$ cat src/rtl/rejudge_entry.sv
// rejudge_entry: operator entry block for the rejudge feature.
// Four raw push buttons are synchronised, debounced and edge-detected. A
// small FSM then steps through player / problem / score, and a commit loads
// the values into the registers that the rejudge display reads.
// Optional build macro: REJUDGE_AUTOREPEAT_EN adds hold-to-repeat on inc/dec.
//
// state   | meaning
// --------+------------------------------------------
// S_IDLE  | waiting for ok to open an edit session
// S_PL    | editing player index (0..3, wraps)
// S_PB    | editing problem ID (1..MAX_PROBLEM, wraps)
// S_SC    | editing score (0..MAX_SCORE, saturates)
module rejudge_entry #(
  parameter int DEB_CYCLES    = 500000,
  parameter int MAX_PROBLEM   = 99,
  parameter int MAX_SCORE     = 99,
  parameter int HOLD_CYCLES   = 50000000,
  parameter int REPEAT_CYCLES = 10000000
) (
  input  logic       clk,
  input  logic       rst,
  input  logic       btn_ok,
  input  logic       btn_back,
  input  logic       btn_inc,
  input  logic       btn_dec,
  output logic [1:0] player,
  output logic [7:0] problemID,
  output logic [7:0] score,
  output logic       valid,
  output logic [1:0] phase,
  output logic [7:0] edit_value
);

  localparam int CW = $clog2(DEB_CYCLES + 1);

  typedef enum logic [1:0] {
    S_IDLE = 2'd0,
    S_PL   = 2'd1,
    S_PB   = 2'd2,
    S_SC   = 2'd3
  } state_t;

  // bit order: 0 = ok, 1 = back, 2 = inc, 3 = dec
  logic [3:0]    raw, sync1, sync2, deb, deb_d, press;
  logic [CW-1:0] deb_cnt [4];

  logic ev_ok, ev_back, ev_inc, ev_dec, step_up, step_dn;

  state_t     state_q, state_d;
  logic [1:0] w_pl, w_pl_d;
  logic [7:0] w_pb, w_pb_d, w_sc, w_sc_d, edit_d;
  logic       commit;

  assign raw = {btn_dec, btn_inc, btn_back, btn_ok};

  // Synchronise, debounce (level flips after DEB_CYCLES of disagreement) and
  // register a one-cycle pulse on each debounced rise.
  always_ff @(posedge clk or posedge rst) begin
    if (rst) begin
      sync1 <= '0;
      sync2 <= '0;
      deb   <= '0;
      deb_d <= '0;
      press <= '0;
      for (int i = 0; i < 4; i++) deb_cnt[i] <= '0;
    end else begin
      sync1 <= raw;
      sync2 <= sync1;
      deb_d <= deb;
      press <= deb & ~deb_d;
      for (int i = 0; i < 4; i++) begin
        if (sync2[i] != deb[i]) begin
          if (deb_cnt[i] == CW'(DEB_CYCLES - 1)) begin
            deb[i]     <= sync2[i];
            deb_cnt[i] <= '0;
          end else begin
            deb_cnt[i] <= deb_cnt[i] + 1'b1;
          end
        end else begin
          deb_cnt[i] <= '0;
        end
      end
    end
  end

  assign ev_ok   = press[0];
  assign ev_back = press[1];

`ifdef REJUDGE_AUTOREPEAT_EN
  localparam int RMAX = (HOLD_CYCLES > REPEAT_CYCLES) ? HOLD_CYCLES : REPEAT_CYCLES;
  localparam int RW   = $clog2(RMAX + 1);

  logic [RW-1:0] rep_cnt [2];
  logic [1:0]    rep_armed, rep_pulse, rep_run;

  // Repeat only while held inside an edit state with no state change pending.
  assign rep_run = deb[3:2] & {2{(state_q != S_IDLE) && (state_d == state_q)}};

  // Per-button repeat timer: first extra event after HOLD_CYCLES, then one
  // every REPEAT_CYCLES; index 0 = inc, 1 = dec.
  always_ff @(posedge clk or posedge rst) begin
    if (rst) begin
      rep_armed <= '0;
      rep_pulse <= '0;
      for (int i = 0; i < 2; i++) rep_cnt[i] <= '0;
    end else begin
      for (int i = 0; i < 2; i++) begin
        rep_pulse[i] <= 1'b0;
        if (!rep_run[i]) begin
          rep_cnt[i]   <= '0;
          rep_armed[i] <= 1'b0;
        end else if ((!rep_armed[i] && rep_cnt[i] == RW'(HOLD_CYCLES - 1)) ||
                     ( rep_armed[i] && rep_cnt[i] == RW'(REPEAT_CYCLES - 1))) begin
          rep_pulse[i] <= 1'b1;
          rep_cnt[i]   <= '0;
          rep_armed[i] <= 1'b1;
        end else begin
          rep_cnt[i] <= rep_cnt[i] + 1'b1;
        end
      end
    end
  end

  assign ev_inc = press[2] | rep_pulse[0];
  assign ev_dec = press[3] | rep_pulse[1];
`else
  assign ev_inc = press[2];
  assign ev_dec = press[3];
`endif

  // inc and dec together cancel out.
  assign step_up = ev_inc & ~ev_dec;
  assign step_dn = ev_dec & ~ev_inc;

  // Next state and working values; back beats ok beats inc/dec.
  always_comb begin
    state_d = state_q;
    w_pl_d  = w_pl;
    w_pb_d  = w_pb;
    w_sc_d  = w_sc;
    commit  = 1'b0;
    edit_d  = 8'd0;
    case (state_q)
      S_IDLE: if (ev_ok) state_d = S_PL;
      S_PL: begin
        if (ev_back)      state_d = S_IDLE;
        else if (ev_ok)   state_d = S_PB;
        else if (step_up) w_pl_d  = w_pl + 2'd1;
        else if (step_dn) w_pl_d  = w_pl - 2'd1;
      end
      S_PB: begin
        if (ev_back)      state_d = S_PL;
        else if (ev_ok)   state_d = S_SC;
        else if (step_up) w_pb_d  = (w_pb >= 8'(MAX_PROBLEM)) ? 8'd1 : w_pb + 8'd1;
        else if (step_dn) w_pb_d  = (w_pb <= 8'd1) ? 8'(MAX_PROBLEM) : w_pb - 8'd1;
      end
      S_SC: begin
        if (ev_back) state_d = S_PB;
        else if (ev_ok) begin
          state_d = S_IDLE;
          commit  = 1'b1;
        end
        else if (step_up && w_sc < 8'(MAX_SCORE)) w_sc_d = w_sc + 8'd1;
        else if (step_dn && w_sc != 8'd0)         w_sc_d = w_sc - 8'd1;
      end
      default: state_d = S_IDLE;
    endcase
    case (state_d)
      S_PL:    edit_d = {6'd0, w_pl_d};
      S_PB:    edit_d = w_pb_d;
      S_SC:    edit_d = w_sc_d;
      default: edit_d = 8'd0;
    endcase
  end

  // State, working, committed and display registers.
  always_ff @(posedge clk or posedge rst) begin
    if (rst) begin
      state_q    <= S_IDLE;
      w_pl       <= 2'd0;
      w_pb       <= 8'd1;
      w_sc       <= 8'd0;
      player     <= 2'd0;
      problemID  <= 8'd1;
      score      <= 8'd0;
      valid      <= 1'b0;
      edit_value <= 8'd0;
    end else begin
      state_q    <= state_d;
      w_pl       <= w_pl_d;
      w_pb       <= w_pb_d;
      w_sc       <= w_sc_d;
      valid      <= commit;
      edit_value <= edit_d;
      if (commit) begin
        player    <= w_pl_d;
        problemID <= w_pb_d;
        score     <= w_sc_d;
      end
    end
  end

  assign phase = state_q;

endmodule

$ cat config.mk
export PLATFORM = sky130hd
export DESIGN_NAME = rejudge_entry
export DESIGN_NICKNAME = d
export VERILOG_FILES = /design/src/rtl/rejudge_entry.sv
export SDC_FILE = /design/constraint.sdc
export NUM_CORES = 1
export LEC_CHECK = 0
export ABC_AREA = 1
export ABC_CLOCK_PERIOD_IN_PS = 6100
export CAP_MARGIN = 20
export CORE_MARGIN = 8
export CORE_UTILIZATION = 30
export DETAILED_ROUTE_END_ITERATION = 8
export DONT_BUFFER_PORTS = 1
export PLACE_DENSITY = 0.56
export SYNTH_ARGS = -nofsm -noshare
export SYNTH_HDL_FRONTEND = slang
export SYNTH_SLANG_ARGS = --single-unit
export TNS_END_PERCENT = 30
$ cat constraint.sdc
create_clock -name clk -period 6.1 [get_ports clk]
set_input_delay 1.83 -clock clk [delete_from_list [all_inputs] [get_ports clk]]
set_output_delay 1.83 -clock clk [all_outputs]
set_load 0.05 [all_outputs]
==> impl_metrics.py <==
metrics = {
    "run_status": {
        "status": "completed",
    },
    "clocking": {
        "clock-root-buffer": "clkbuf_16",
        "cts.clk_slew.worst_paths_ns": 0.06,
        "cts_made_buffers": 17,
        "postCtsHoldBufs": 0,
        "cts_setup_buffers": 0,
        "cts_tree": "built",
        "cts_max_path_buffers": 2,
        "worstSkewPairLatency_ns": 0.42,
        "h-tree-depth": 4,
        "postCtsResizedCells": 0,
        "cts_num_sinks": 143,
    },
    "logic_synthesis": {
        "synthesis.instances": 1005,
        "synth-edff-count": 0,
        "flip_flop_and_latch_count_after_synthesis": 143,
        "yosys_warnings": 0,
        "synth.lib_cells_used.distinct": 49,
        "postSynthAreaPerCell_um2": 7.73,
        "postSynth.topFlopCell": "dfrtp_1",
        "syn_nets": 1020,
        "syn-cell-area_mm2": 0.00777,
        "synth_sequential_area_ratio_pct": 46.1,
        "synth-async-reset-ratio_pct": 100,
    },
    "route": {
        "post_drt_wl_per_cell_um": 13.7,
        "detail_route.vias_per_cell": 4.84,
        "drt.antenna.violating_nets": 0,
        "detail_route.wirelength_um": 18700,
        "dr.first_iter.drc_count": 524,
        "first_pass_iteration_count_of_the_detailed_router": 5,
        "drt_drc_violations_left": 0,
        "vias": 6599,
    },
    "place": {
        "post-dp-hpwl_um": 13700,
        "place.port_buffers": 0,
        "placedInstanceArea_mm2": 0.00816,
        "gp_congestion": 0.896,
    },
    "floorplanning": {
        "floorplan.die_area_mm2": 0.0313,
        "core.rowCount": 59,
        "floorplan.die.height_um": 177,
        "initial_core_util_pct": 30.2,
        "io-pin-count": 35,
        "die_x_um": 177,
        "core_region_area_mm2": 0.0258,
    },
    "sta": {
        "hold_viol_final": 0,
        "final.setup.tns_ns": 0,
        "fmax_mhz": 331,
        "timing_worst_slew_pin_value_ns": 0.811,
        "slew_viol_final": 0,
        "timing.slew.headroom_pct": 45.4,
        "rsz_0062_raised_after_global_routing": "false",
        "final_setup_violation_count": 0,
        "minimum_clock_period_ns": 3.02,
        "layout_worst_path_cycle_share_pct": 49.5,
        "final.setup_skew_ns": 0.0100,
    },
    "worst_setup_path": {
        "timing.rr.start": "phase[1]",
        "path_max_fanout": 7,
        "critPathKind": "reg -> out",
        "cp-start-kind": "register",
        "worst_ep_required_time_ns": 4.27,
        "crit_path_capture_type": "output pin",
        "setup.worst_path.start": "phase[1]",
        "worstPathArrival_ns": 1.19,
    },
    "worst_hold_path": {
        "hold_path.startpoint": "sync1[2]",
        "timing.hold.worst.class": "reg -> reg",
    },
    "global_routing": {
        "grt_use_total_pct": 12.4,
        "grt_max_degree": 65,
        "grt_overflow": 0,
        "grt_pass1_vias": 6292,
        "grt_antenna_before_repair": 2,
        "grt_pass1_wl_um": 31900,
    },
    "pwr": {
        "p_leak_nw": 3.93,
        "clkPwrFrac_pct": 50.1,
        "power_switching_share_pct": 22.8,
        "net-switching-power_mw": 0.463,
        "vdd.ir_drop.worst_mv": 0.190,
        "power.share.combinational_pct": 2.3,
        "sequentialPowerShare_pct": 47.6,
        "internal_power_mw": 1.57,
        "power_density_mw_per_mm2": 233,
    },
    "layout": {
        "number_of_inserted_filler_cells_in_the_final_layout": 2674,
        "area_growth_pct": 12.4,
        "final_net_count": 1032,
        "antenna-diode-count": 0,
        "final_layout_size_suffix_gt1_share_pct": 9.14,
        "final_design_area_no_fill_mm2": 0.00873,
    },
    "job": {
        "max_cap_viol_count": 0,
    },
}
[cell usage after synthesis, types with 9 or more instances]
library cell	n	area, um^2
nor2_2	13	81.3
nand4_1	51	319
o21ai_0	17	85.1
inv_1	118	443
nor3_1	43	215
nor2_1	142	533
nand2_1	240	901
a21oi_1	21	105
ha_1	9	113
nand3_1	87	435
dfrtp_1	141	3530
xor2_1	23	201
[flip-flops by register name (all words and copies together) (netlist names)]
register / count
w_pb: 8
deb_cnt: 76
problemID: 8
sync1: 4
w_pl: 2
sync2: 4
press: 4
w_sc: 8
deb: 4
edit_value: 8
score: 8
deb_d: 4
phase: 2
valid: 1
player: 2
[cell families (layout without fill, tap and decap cells)]
family / count (synthesis) / after routing / synth area share (%)
AO/OA/AOI/OAI: 68 / 68 / 5.52
adder cells (fa/ha/maj): 9 / 9 / 1.45
XOR/XNOR: 27 / 27 / 3.04
multiplexers: 1 / 1 / 0.145
flip-flops: 143 / 143 / 46.1
buffers and inverters: 136 / 160 / 6.75
AND/OR/NAND/NOR: 621 / 621 / 37.0
[final timing paths]
check	to	slack, ns	cells past startpoint
max in group asynchronous	problemID[0]	3.77	2
min reg2reg	sync2[2]	0.35	0
max	phase[1]	3.08	0
max reg2reg	score[5]	3.99	5
min	sync2[2]	0.35	0
min in group asynchronous	deb_cnt[66]	1.35	1
[metrics by stage]
step	hold slack, ns	cells	power, mW	utilization [%]	setup WS, ns
after floorplan	0.331	1005	1.02	-	0.435
after global placement	0.333	1333	1.03	31.7	3.29
after detailed placement	0.336	1333	1.03	31.7	3.27
after CTS	0.350	1364	2.07	33.9	3.01
after global routing	0.355	1364	2.11	33.9	3.00
final	0.350	1364	2.03	33.9	3.08
[metal layers]
metal,GRT usage (%),wire [um]
met5,0,22
met4,4.59,343
met3,2.37,837
met2,19.4,8520
met1,16.9,8990
[layout by cell type (no fill, tap or decap), drive strengths merged]
cell type,netlist,final
nand3b,5,5
xnor2,4,4
o31ai,1,1
o21a,1,1
mux2,1,1
nor3b,5,5
nand3,94,94
ha,9,9
o21bai,2,2
a21boi,3,3
and3,1,1
clkbuf,3,18
nor2,160,160
clkinvlp,0,3
nand2,248,248
dfrtp,141,141
nor4,1,1
a31oi,6,6
o21ai,26,26
o211ai,2,2
nor3,48,48
a31o,2,2
nand4,51,51
a311oi,1,1
clkinv,2,9
a21oi,23,23
buf,7,3
and2,3,3
dfstp,2,2
a211oi,1,1
or2,5,5
inv,124,125
bufinv,0,2
xor2,23,23
[power by group through the flow]
stage | combinational (mW) | clock (mW) | sequential [mW]
floorplan | 0.0351 | 0 | 0.982
global placement | 0.0478 | 0 | 0.984
detailed placement | 0.0488 | 0 | 0.984
CTS | 0.0487 | 1.05 | 0.967
global route | 0.0556 | 1.09 | 0.968
finish | 0.0464 | 1.02 | 0.967
[final cells by class]
| type | count | area [um^2] | area share, % |
|---|---|---|---|
| Clock inverter | 13 | 141 | 1.62 |
| Clock buffer | 18 | 429 | 4.91 |
| Sequential cell | 143 | 3580 | 41.0 |
| Multi-Input combinational cell | 726 | 3660 | 41.9 |
| Timing Repair Buffer | 3 | 22.5 | 0.258 |
| Inverter | 126 | 478 | 5.47 |
| Tap cell | 335 | 419 | 4.80 |
Note: power is estimated with default switching activity, not from simulation.
